### src/rtl/tx_channel_arbiter.sv
// tx_channel_arbiter: round-robin arbiter sequencing a shared serial transmitter for NREQ requesters.
// Define TXARB_TIMEOUT_EN to add a WAIT_END watchdog that fails a transfer after TIMEOUT cycles.
module tx_channel_arbiter #(
  parameter int NREQ    = 4,
  parameter int TIMEOUT = 2047
) (
  input  logic              clock,
  input  logic              reset,
  input  logic [NREQ-1:0]   req,
  input  logic [8*NREQ-1:0] req_data,
  output logic [NREQ-1:0]   grant,
  output logic [NREQ-1:0]   confirm,
  output logic [NREQ-1:0]   fail,
  output logic              busy,
  output logic              tx_load,
  output logic              tx_send,
  output logic [7:0]        tx_data,
  input  logic              tx_end,
  input  logic              tx_error
);
  typedef enum logic [1:0] {IDLE, LOAD, SEND, WAIT_END} state_t;
  state_t state;
  logic [2:0] rr_ptr, owner, win;
  logic [3:0] idx;
  logic [7:0] req_ext;
  logic [63:0] data_ext;
  logic [NREQ-1:0] win_hot;
  logic timed_out;
  if (NREQ < 2 || NREQ > 8 || TIMEOUT < 1 || TIMEOUT > 65535) begin : g_bad_cfg
    $error("tx_channel_arbiter: parameter out of range");
  end
  assign req_ext  = 8'(req);
  assign data_ext = 64'(req_data);
  // Scan downward so the lowest circular offset from rr_ptr is the last write and wins.
  always_comb begin
    win = '0;
    idx = '0;
    for (int i = NREQ - 1; i >= 0; i--) begin
      idx = {1'b0, rr_ptr} + 4'(i);
      idx = idx >= 4'(NREQ) ? idx - 4'(NREQ) : idx;
      win = req_ext[idx[2:0]] ? idx[2:0] : win;
    end
  end
  always_comb begin
    win_hot = '0;
    for (int i = 0; i < NREQ; i++) win_hot[i] = win == 3'(i);
  end
`ifdef TXARB_TIMEOUT_EN
  logic [15:0] wd_cnt;
  always_ff @(posedge clock or posedge reset)
    if (reset) wd_cnt <= '0;
    else wd_cnt <= state == WAIT_END ? wd_cnt + 16'd1 : '0;
  assign timed_out = wd_cnt == 16'(TIMEOUT);
`else
  assign timed_out = 1'b0;
`endif
  always_ff @(posedge clock or posedge reset) begin
    if (reset) begin
      state   <= IDLE;
      rr_ptr  <= '0;
      owner   <= '0;
      grant   <= '0;
      confirm <= '0;
      fail    <= '0;
      busy    <= 1'b0;
      tx_load <= 1'b0;
      tx_send <= 1'b0;
      tx_data <= 8'h00;
    end else begin
      confirm <= '0;
      fail    <= '0;
      case (state)
        IDLE: if (|req) begin
          state   <= LOAD;
          owner   <= win;
          grant   <= win_hot;
          tx_data <= data_ext[{win, 3'b000} +: 8];
          tx_load <= 1'b1;
          busy    <= 1'b1;
        end
        LOAD: begin
          state   <= SEND;
          tx_load <= 1'b0;
          tx_send <= 1'b1;
        end
        SEND: begin
          state   <= WAIT_END;
          tx_send <= 1'b0;
        end
        WAIT_END: if (tx_error || tx_end || timed_out) begin
          state   <= IDLE;
          fail    <= (tx_error || !tx_end) ? grant : '0;
          confirm <= (!tx_error && tx_end) ? grant : '0;
          grant   <= '0;
          busy    <= 1'b0;
          rr_ptr  <= owner == 3'(NREQ - 1) ? '0 : owner + 3'd1;
        end
      endcase
    end
  end
endmodule

### config.mk
export PLATFORM = sky130hd
export DESIGN_NAME = tx_channel_arbiter
export DESIGN_NICKNAME = d
export VERILOG_FILES = /design/src/rtl/tx_channel_arbiter.sv
export SDC_FILE = /design/constraint.sdc
export NUM_CORES = 1
export LEC_CHECK = 0
export BUFFER_PORTS_ARGS = -buffer_cell sky130_fd_sc_hd__buf_2
export CAP_MARGIN = 20
export CELL_PAD_IN_SITES_DETAIL_PLACEMENT = 0
export CELL_PAD_IN_SITES_GLOBAL_PLACEMENT = 2
export CORE_MARGIN = 2
export CORE_UTILIZATION = 28
export CTS_CLUSTER_SIZE = 20
export DETAILED_ROUTE_END_ITERATION = 10
export PLACE_DENSITY = 0.83
export RECOVER_POWER = 50
export SETUP_SLACK_MARGIN = 0.3
export SYNTH_ARGS = -nofsm -noshare
export SYNTH_HDL_FRONTEND = slang
export SYNTH_SLANG_ARGS = --single-unit
### constraint.sdc
create_clock -name clock -period 2.37 [get_ports clock]
set_input_delay 0.474 -clock clock [delete_from_list [all_inputs] [get_ports clock]]
set_output_delay 0.474 -clock clock [all_outputs]
set_load 0.02 [all_outputs]
==> results of run 1 <==
==> cells in the mapped netlist, drive strengths merged <==
cell type	number	area [um^2]
a21oi	2	10.0
mux2	4	45.0
o32ai	1	8.76
or4b	1	13.8
or2	1	6.26
ha	7	87.6
nand3	5	37.5
a211oi	1	7.51
and2	8	50.1
clkbuf	5	18.8
o211a	1	10.0
o211ai	1	7.51
a2bb2oi	1	8.76
inv	10	40.0
and3	20	125
a22o	1	8.76
o21ai	7	35.0
nor2b	3	18.8
nand2	16	60.1
mux2i	4	40.0
nor3b	1	7.51
a32o	2	20.0
dfrtp	31	776
a21o	2	15.0
buf	11	95.1
o31ai	9	108
nand2b	3	18.8
nor4	1	6.26
a221o	1	10.0
o32a	1	10.0
and3b	1	8.76
nor2	2	7.51
a221oi	17	243
a311o	1	10.0
o41ai	2	17.5
==> final cells by class <==
type / instances / share of cell area
clock buffer: 6 / 0.0273
clock inverter: 2 / 0.00471
inverter: 10 / 0.0160
multi-input combinational: 127 / 0.418
sequential: 31 / 0.292
tap: 96 / 0.0452
timing repair buffer: 84 / 0.196
==> kinds of logic (layout without fill, tap and decap cells) <==
kind of cell    count (synthesis)  in the layout  share of synthesized area
compound gates                 50             50                      0.266
flops                          31             31                      0.389
simple gates                   62             62                      0.181
fa+ha+maj                       7              7                     0.0440
buf+inv                        26            102                     0.0773
mux                             8              8                     0.0427
==> final timing paths <==
path	startpoint	to	slack [ns]	cells past startpoint
worst max-delay path	rr_ptr[0]	tx_data[4]	0.08	8
worst min-delay path	busy	busy	0.48	1
worst max register to register	rr_ptr[0]	tx_data[4]	0.08	8
worst min register to register	busy	busy	0.48	1
max in group asynchronous	reset	owner[2]	0.58	3
min in group asynchronous	reset	tx_load	0.79	3
==> layer usage <==
layer / GRT usage / up-vias / part of all wire
met5: 0 / - / 0
met4: 0.0331 / 0 / 0.0094
met3: 0.0252 / 4 / 0.036
met2: 0.219 / 40 / 0.50
met1: 0.186 / 781 / 0.45
li1: - / 841 / -
==> critical path, cell delays in order (launching register included) <==
cell,delay [ns]
dfrtp_1,0.40
inv_4,0.05
ha_4,0.30
nor2_2,0.05
a221o_1,0.26
or4b_4,0.57
buf_12,0.19
a221oi_2,0.26
o31ai_2,0.09
==> through the flow <==
step           setup TNS [ns]  hold slack [ns]  instances  setup slack [ns]  utilization
6_report                    0            0.479        356            0.0799        0.389
5_1_grt                     0            0.509        356           0.00886        0.389
4_1_cts                     0            0.291        353            0.0615        0.384
3_5_place_dp          -0.0259            0.465        339           -0.0178        0.354
3_3_place_gp                0            0.461        339            0.0423        0.354
2_1_floorplan          -0.421            0.453        184           -0.0626            -
==> power groups by stage <==
stage	sequential (mW)	clock, mW	combinational, mW
2_1_floorplan	0.963	0	1.74
3_3_place_gp	0.842	0	2.26
3_5_place_dp	0.841	0	2.29
4_1_cts	0.834	0.419	2.59
5_1_grt	0.859	0.446	2.91
6_report	0.832	0.400	2.68
==> registers in the layout, summed over array words and instances (netlist names) <==
register / flops
state: 2
busy: 1
tx_data: 8
tx_load: 1
fail: 4
rr_ptr: 3
confirm: 4
tx_send: 1
grant: 4
owner: 3
==> timing repair <==
item | CTS | global route
setup buffers | 6 | 3
hold endpoints to repair | 0 | 0
pin swaps | 3 | 1
gates resized for setup | 9 | 5
endpoints found under the setup margin | 13 | 14
==> summary.txt, run 1 <==
Setup path
  • Critical Path RT: 2.53 ns
  • Crit Path Class: flip-flop to flip-flop
  • Startpoint Class: flip-flop
  • Crit path arrival time: 2.45 ns
  • Worst Setup End Kind: flip-flop
  • Max Fanout on Critical Path: 15

Floorplanning
  • Die outline height: 88.3 um
  • Initial Util: 0.292
  • # rows: 30
  • Die Area: 7800 um^2
  • Die width: 88.3 um
  • Placeable Area: 6830 um^2
  • I/O pins: 63

Routing
  • Vias per cell: 4.68
  • DR WL/cell: 14.3 um
  • DRC: 0
  • Post-Route WL: 5100 um
  • Antenna Violating Nets Remaining: 0
  • Drt first pass iters: 4
  • Initial DRC Count: 84
  • Vias post-DR: 1666

CTS
  • Worst-path clk slew: 0.07 ns
  • Number of hold buffers added after CTS: 0
  • Num CTS Buffers: 5
  • CTS sink count: 31
  • H-Tree Depth: 2
  • Clock tree buffer depth: 2
  • Clk root buf: clkbuf_8
  • Clk Latency, worst-skew pair: 0.27 ns
  • CTS tree: done

Place
  • DP Area: 2420 um^2
  • PortBufs: 62
  • Placer Congestion: 0.825
  • Detail Placement HPWL: 3720 um

Timing
  • Setup violators final: 0
  • Fmax: 437 MHz
  • RSZ-0062 raised after global routing: true
  • Fin crit period: 2.29 ns
  • Worst-Margin Slew: 1.71 ns
  • Final number of max-transition violations: 32
  • Slew headroom: -0.141
  • Layout Skew: 0.00845 ns
  • Final hold vios: 0
  • Tcrit/Tclk final: 0.966

Synth
  • Synth Net Count: 231
  • Post-synthesis sequential area ratio: 0.389
  • Mapped Cells: 184
  • Synthesized area: 1990 um^2
  • Library cells used by synthesis: 43
  • Seq cells post-synth: 31
  • Syn avg cell area: 10.8 um^2
  • Yosys warns: 0

Power and ir drop
  • Sw power: 1.75 mW
  • Overall power: 3.92 mW
  • Clock network fraction of total power: 0.102
  • Worst VDD drop: 546 uV
  • Leakage power: 1.31 nW
  • PD cells: 1470 nW/um^2
  • Comb pwr share: 0.685
  • Internal Power: 2.16 mW
  • Sequential power share: 0.213
  • Switching portion of total power: 0.447

Job
  • # Max-Cap Violations: 1

Cells and area
  • Sequential cell area: 776 um^2
  • Final nets: 306
  • Area delta synth->final: 33.4%
  • Most common cell after layout, fill and taps aside: buf_2
  • Commonest cells after routing, fill and taps aside: buf_2, dfrtp_1, and3_1, nand2_1
  • Multi-input gate area: 1110 um^2
  • Share of layout cells above drive strength 1: 0.465
  • Final instance area: 2660 um^2
  • Ant diodes: 0
  • # fillers: 719

Run status
  • Failing checks: max-capacitance violations, max-slew violations
  • Status: finished with violations

Global routing
  • First-pass GRT wire length: 8290 um
  • Vias in the first global route: 1659
  • Gr usage total: 0.135
  • Grt ovf: 0
  • Largest net degree at the start of global routing: 32
  • Initial antenna violation count: 0

Worst hold path
  • Worst Hold Class: flip-flop to flip-flop
(Power assumes the default switching activity.)
==> run 2, diff against run 1 <==
--- a/config.mk
+++ b/config.mk
@@ -13,7 +13,7 @@
 export CORE_UTILIZATION = 28
 export CTS_CLUSTER_SIZE = 20
 export DETAILED_ROUTE_END_ITERATION = 10
-export PLACE_DENSITY = 0.83
+export PLACE_DENSITY_LB_ADDON = 0.1
 export RECOVER_POWER = 50
 export SETUP_SLACK_MARGIN = 0.3
 export SYNTH_ARGS = -nofsm -noshare
==> constraint.sdc (replaced) <==
create_clock -name clock -period 2.37 [get_ports clock]
set_input_delay 0.1185 -clock clock [delete_from_list [all_inputs] [get_ports clock]]
set_output_delay 0.1185 -clock clock [all_outputs]
set_load 0.02 [all_outputs]
==> run 2 against run 1 <==
Against the previous run:
- the run now ends clean
- global-route usage up 1.4 points
- final area up 5.1%
- sequential power about the same
- setup slack better by 0.018 ns
- power up 12%
- critical path type unchanged
==> summary.txt, run 2 (synthesis results as in run 1) <==
Power and ir drop
  • Switching portion of total power: 0.452 (+0.00442)
  • Sequential power share: 0.189 (-0.024)
  • Internal Power: 2.41 mW (+11%)
  • PD cells: 1580 nW/um^2 (+6.9%)
  • Clock network fraction of total power: 0.096 (-0.006)
  • Worst VDD drop: 487 uV (-11%)
  • Leakage power: 1.29 nW (-1.3%)
  • Comb pwr share: 0.715 (+0.030)
  • Sw power: 1.99 mW (+13%)

Place
  • PortBufs: 62 (unchanged)
  • Placed Cells: 341 (+0.59%)
  • Place WS: 0.00142 ns (+0.0192 ns)
  • Placer Congestion: 0.811 (-1.7%)
  • Detail Placement HPWL: 3900 um (+4.9%)
  • DP Area: 2460 um^2 (+1.7%)

Routing
  • DRC: 0 (unchanged)
  • Initial DRC Count: 28 (-67%)
  • DR WL/cell: 15.4 um (+7.6%)
  • Post-Route WL: 5510 um (+8.2%)
  • Antenna Violating Nets Remaining: 0 (unchanged)
  • Drt first pass iters: 4 (unchanged)
  • Vias per cell: 4.80 (+2.7%)
  • Vias post-DR: 1720 (+3.2%)

Setup path
  • Crit path arrival time: 2.44 ns (about the same)
  • Max Fanout on Critical Path: 16 (+1)
  • Startpoint Class: flip-flop
  • Worst Path Buf+Inv: 2 (unchanged)
  • Critical path cell sequence: inv_4 > ha_4 > nor2_2 > a221o_1 > or4b_4 > buf_12 > a221oi_4 > o31ai_2
  • CP peak stage delay: 0.56 ns (about the same)
  • Critical Path RT: 2.54 ns (about the same)
  • Crit Path Class: flip-flop to flip-flop
  • Worst Setup End Kind: flip-flop
  • Slowest stage cell, crit path: or4b_4
  • Crit path max-delay family: compound AO/OA/AOI/OAI gates

Global routing
  • Grt ovf: 0 (unchanged)
  • Largest net degree at the start of global routing: 25 (-22%)
  • Initial antenna violation count: 0 (unchanged)
  • First-pass GRT wire length: 8910 um (+7.5%)
  • Vias in the first global route: 1813 (+9.3%)
  • Gr usage total: 0.148 (+0.0137)

Timing
  • Final hold vios: 0 (unchanged)
  • Fin crit period: 2.27 ns (-0.0179 ns)
  • Layout Skew: 0.0115 ns (+0.00301 ns)
  • Tcrit/Tclk final: 0.959 (-0.00754)
  • Setup violators final: 0 (unchanged)
  • Worst-Margin Slew: 1.42 ns (-0.291 ns)
  • Final number of max-transition violations: 0 (-100%)
  • Slew headroom: 0.0530 (+0.194)
  • Setup slack after layout: 0.0978 ns (+0.0179 ns)
  • Fmax: 440 MHz (+0.79%)
  • RSZ-0062 raised after global routing: true

Cells and area
  • Top reg by flops: tx_data
  • Final nets: 308 (+0.65%)
  • Most common cell after layout, fill and taps aside: buf_2
  • Max reg flops: 8 (unchanged)
  • Area delta synth->final: 40.1%
  • Final cell count without fillers: 358 (+0.56%)
  • Ant diodes: 0 (unchanged)
  • Final Util: 0.409 (+0.0198)
  • Share of layout cells above drive strength 1: 0.435 (-0.0303)
  • Commonest cells after routing, fill and taps aside: buf_2, dfrtp_1, clkbuf_1, and3_1, nand2_1
  • Final instance area: 2790 um^2 (+5.1%)

Floorplanning
  • I/O pins: 63 (unchanged)
  • Initial Util: 0.292 (unchanged)
  • Die Area: 7800 um^2 (unchanged)
  • Placeable Area: 6830 um^2 (unchanged)
  • Die width: 88.3 um (unchanged)
  • Die outline height: 88.3 um (unchanged)
  • # rows: 30 (unchanged)

CTS
  • Clock tree buffer depth: 2 (unchanged)
  • Clk Latency, worst-skew pair: 0.29 ns (+0.02 ns)
  • Clk root buf: clkbuf_8
  • H-Tree Depth: 2 (unchanged)
  • Num CTS Buffers: 5 (unchanged)
  • CTS sink count: 31 (unchanged)
  • CTS tree: done
  • Worst-path clk slew: 0.08 ns (about the same)

Job
  • # Max-Cap Violations: 0 (-1)

Run status
  • Status: completed

Worst hold path
  • Worst Hold Class: input port to flip-flop
[run 2: cell types whose count changed in the layout (fill, tap and decap cells not counted), sizes merged]
cell / change
dlygate4sd3: +1
clkbuf: +18
buf: -17
[run 2: per-layer routing]
metal	track usage	part of all wire	vias up
li1	-	-	841
met1	0.201	0.47	838
met2	0.239	0.47	36
met3	0.0410	0.045	5
met4	0.0289	0.0080	0
met5	0	0	-
[run 2: path summary, 6_finish.rpt]
check                           start    endpoint  slack [ns]  cells past startpoint
max in group asynchronous       reset    owner[1]        0.44                      4
max reg2reg                 rr_ptr[0]  tx_data[4]         0.1                      8
max                         rr_ptr[0]  tx_data[4]         0.1                      8
min in group asynchronous       reset     tx_send        0.31                      3
min                          tx_error     fail[2]        0.16                      2
min reg2reg                tx_data[2]  tx_data[2]        0.49                      2
[run 2: repair_timing]
item,in CTS,in global routing
endpoints found under the hold margin,7,0
pin swaps,1,8
hold buffers,1,0
endpoints found under the setup margin,14,15
resized for setup,9,18
buffers inserted,6,1
gates cloned,1,0
[run 2: final cells by class]
cell class | count | area [um^2]
multi-input cells | 127 | 1230
clock buffers | 6 | 72.6
flip-flops and latches | 31 | 776
well taps | 96 | 120
repair buffers | 86 | 542
inverters | 10 | 42.5
clock inverters | 2 | 12.5
fillers | 715 | 4040
[run 2: through the flow]
stage,TNS (ns),power [mW],hold WS (ns)
floorplan,-0.421,2.70,0.222
global placement,0,3.33,0.0878
detailed placement,0,3.31,0.0893
CTS,0,4.24,0.152
global route,0,4.73,0.176
finish,0,4.40,0.163
[run 2: power groups by stage]
| stage | Sequential (mW) | Clock, mW | Combinational (mW) |
|---|---|---|---|
| after floorplan | 0.963 | 0 | 1.74 |
| after global placement | 0.839 | 0 | 2.49 |
| after detailed placement | 0.838 | 0 | 2.47 |
| after CTS | 0.830 | 0.437 | 2.97 |
| after global routing | 0.858 | 0.460 | 3.41 |
| final | 0.830 | 0.424 | 3.15 |
==> run 3, diff against run 2 <==
--- a/config.mk
+++ b/config.mk
@@ -7,13 +7,11 @@
 export LEC_CHECK = 0
 export BUFFER_PORTS_ARGS = -buffer_cell sky130_fd_sc_hd__buf_2
 export CAP_MARGIN = 20
-export CELL_PAD_IN_SITES_DETAIL_PLACEMENT = 0
-export CELL_PAD_IN_SITES_GLOBAL_PLACEMENT = 2
 export CORE_MARGIN = 2
-export CORE_UTILIZATION = 28
+export CORE_UTILIZATION = 46
 export CTS_CLUSTER_SIZE = 20
 export DETAILED_ROUTE_END_ITERATION = 10
-export PLACE_DENSITY_LB_ADDON = 0.1
+export PLACE_DENSITY = 0.76
 export RECOVER_POWER = 50
 export SETUP_SLACK_MARGIN = 0.3
 export SYNTH_ARGS = -nofsm -noshare
==> run 3 against run 2 <==
Against the previous run:
- critical endpoint is now tx_data[7]
- largest power group unchanged
- clock-buffer cell count is 1 lower
- global-route usage increased by 5.4 points
- core utilization is 26 points higher
- clock skew shrank 0.0053 ns
- final cell count decreased by 12%
- final area down 1.4%
- sequential cell count unchanged
- largest cell class unchanged
- first-iteration DRC count rose to 3.9 times the previous value
- power shrank 0.67%
- critical path depth rose by 1
- sequential share of layout area grew 0.45 points
==> summary.txt, run 3 (synthesis results as in run 1) <==
Run status
  • Status: completed

Floorplanning
  • # rows: 23 (-23%)
  • Die Area: 4870 um^2 (-38%)
  • I/O pins: 63 (unchanged)
  • Placeable Area: 4090 um^2 (-40%)
  • Die width: 69.8 um (-21%)
  • Die outline height: 69.8 um (-21%)
  • Initial Util: 0.487 (+0.196)

Cells and area
  • Ant diodes: 0 (unchanged)
  • Commonest cells after routing, fill and taps aside: buf_2, dfrtp_1, and3_1, buf_4, nand2_1
  • Share of layout cells above drive strength 1: 0.492 (+0.0574)
  • Top reg by flops: tx_data
  • Final nets: 312 (+1.3%)
  • Max reg flops: 8 (unchanged)
  • Most common cell after layout, fill and taps aside: buf_2
  • # fillers: 311 (-57%)
  • Final instance area: 2750 um^2 (-1.4%)
  • Area delta synth->final: 38.1%

Routing
  • Drt first pass iters: 4 (unchanged)
  • DRC: 0 (unchanged)
  • Vias post-DR: 1774 (+3.1%)
  • Vias per cell: 5.61 (+17%)
  • DR WL/cell: 16.4 um (+6.4%)
  • Initial DRC Count: 109 (+290%)
  • Post-Route WL: 5180 um (-6.0%)
  • Antenna Violating Nets Remaining: 0 (unchanged)

Place
  • Detail Placement HPWL: 3360 um (-14%)
  • Placer Congestion: 0.908 (+12%)
  • PortBufs: 62 (unchanged)
  • DP Area: 2370 um^2 (-3.8%)

CTS
  • Clk Latency, worst-skew pair: 0.28 ns (about the same)
  • Clock tree buffer depth: 2 (unchanged)
  • Num CTS Buffers: 5 (unchanged)
  • H-Tree Depth: 2 (unchanged)
  • CTS sink count: 31 (unchanged)
  • Clk root buf: clkbuf_8
  • Worst-path clk slew: 0.07 ns (about the same)
  • CTS tree: done

Worst hold path
  • Worst Hold Class: input port to flip-flop

Timing
  • Fmax: 430 MHz (-2.4%)
  • Final setup TNS: 0 ns (unchanged)
  • Fin crit period: 2.33 ns (+0.0549 ns)
  • Worst-Margin Slew: 0.768 ns (-0.652 ns)
  • RSZ-0062 raised after global routing: true
  • Final hold vios: 0 (unchanged)
  • Tcrit/Tclk final: 0.982 (+0.0232)
  • Layout Skew: 0.00612 ns (-0.00534 ns)
  • Slew headroom: 0.488 (+0.435)
  • Final number of max-transition violations: 0 (unchanged)
  • Setup violators final: 0 (unchanged)
  • Hold slack: 0.142 ns (-0.0210 ns)

Setup path
  • Critical path cell sequence: inv_4 > ha_4 > nor2_2 > a221o_1 > or4b_4 > nand3_4 > buf_12 > a221oi_2 > o31ai_2
  • Levels on crit path: 9 (+1)
  • Critical path startpoint: rr_ptr[1]
  • Startpoint Class: flip-flop
  • Crit path arrival time: 2.52 ns (+0.08 ns)
  • Max Fanout on Critical Path: 8 (-8)
  • Slowest stage cell, crit path: or4b_4
  • Reg-to-reg slack, setup: 0.04 ns (-0.05 ns)
  • Worst setup path endpoint: tx_data[7]
  • End of the worst register-to-register path: tx_data[7]
  • Crit Path Class: flip-flop to flip-flop
  • Crit path max-delay family: simple AND/OR/NAND/NOR gates
  • CP peak stage delay: 0.60 ns (+0.04 ns)
  • Worst r2r src: rr_ptr[1]
  • Worst Setup End Kind: flip-flop
  • Worst Path Buf+Inv: 2 (unchanged)
  • Critical Path RT: 2.57 ns (+0.03 ns)
  • R2R depth: 9 (+1)

Global routing
  • Largest net degree at the start of global routing: 32 (+28%)
  • Grt ovf: 0 (unchanged)
  • Vias in the first global route: 1675 (-7.6%)
  • Initial antenna violation count: 0 (unchanged)
  • Gr usage total: 0.202 (+0.0539)
  • First-pass GRT wire length: 7960 um (-11%)

Power and ir drop
  • Leakage power: 1.37 nW (+6.0%)
  • Worst VDD drop: 1040 uV (+110%)
  • PD cells: 1590 nW/um^2 (+0.78%)

Job
  • # Max-Cap Violations: 0 (unchanged)
[run 3: repair_timing]
item,CTS,global route
endpoints found under the setup margin,14,14
hold buffers,1,0
endpoints found under the hold margin,31,0
resized for setup,8,20
buffers inserted,4,9
pin swaps,12,16
gates cloned,1,1
[run 3: report_power, final]
part / internal (mW) / switching (mW) / total, mW
registers: 0.713 / 0.125 / 0.838
clock network: 0.313 / 0.212 / 0.525
logic: 1.43 / 1.58 / 3.01
total: 2.46 / 1.91 / 4.37
[run 3: cell type report]
| class | count | area [um^2] | share of cell area |
|---|---|---|---|
| inverters | 10 | 42.5 | 0.0155 |
| clock buffers | 5 | 68.8 | 0.0250 |
| flip-flops and latches | 31 | 777 | 0.282 |
| clock inverters | 3 | 43.8 | 0.0159 |
| well taps | 50 | 62.6 | 0.0227 |
| multi-input cells | 127 | 1180 | 0.430 |
| repair buffers | 90 | 574 | 0.209 |
[run 3: through the flow]
step,utilization,instances,total power [mW],worst slack (ns)
floorplan,-,184,2.70,-0.0626
global route,0.673,316,4.64,-0.0263
detailed placement,0.580,292,3.14,0.0101
finish,0.673,316,4.37,0.0429
global placement,0.580,292,3.09,0.0638
CTS,0.634,306,3.96,0.0575
[run 3: worst min-delay path by stage]
stage	from	endpoint	slack, ns	depth (start not counted)
final	tx_error	fail[1]	0.14	2
after global placement	reset	rr_ptr[2]	0.22	3
after global routing	tx_error	fail[0]	0.15	2
after detailed placement	reset	fail[3]	0.22	3
after floorplan	reset	busy	0.22	1
after CTS	tx_error	fail[1]	0.14	2
[run 3: per-layer routing]
| metal | global-route usage | up-vias | wire length (um) |
|---|---|---|---|
| li1 | - | 855 | - |
| met1 | 0.255 | 839 | 2130 |
| met2 | 0.330 | 74 | 2620 |
| met3 | 0.0669 | 6 | 374 |
| met4 | 0.0598 | 0 | 53 |
| met5 | 0 | - | 0 |
[run 3: worst reg2reg max path: stages (launching register included)]
cell and delay (ns):
dfrtp_1 0.40, inv_4 0.06, ha_4 0.30, nor2_2 0.04, a221o_1 0.26, or4b_4 0.60, nand3_4 0.14, buf_12 0.15
a221oi_2 0.08, o31ai_2 0.21
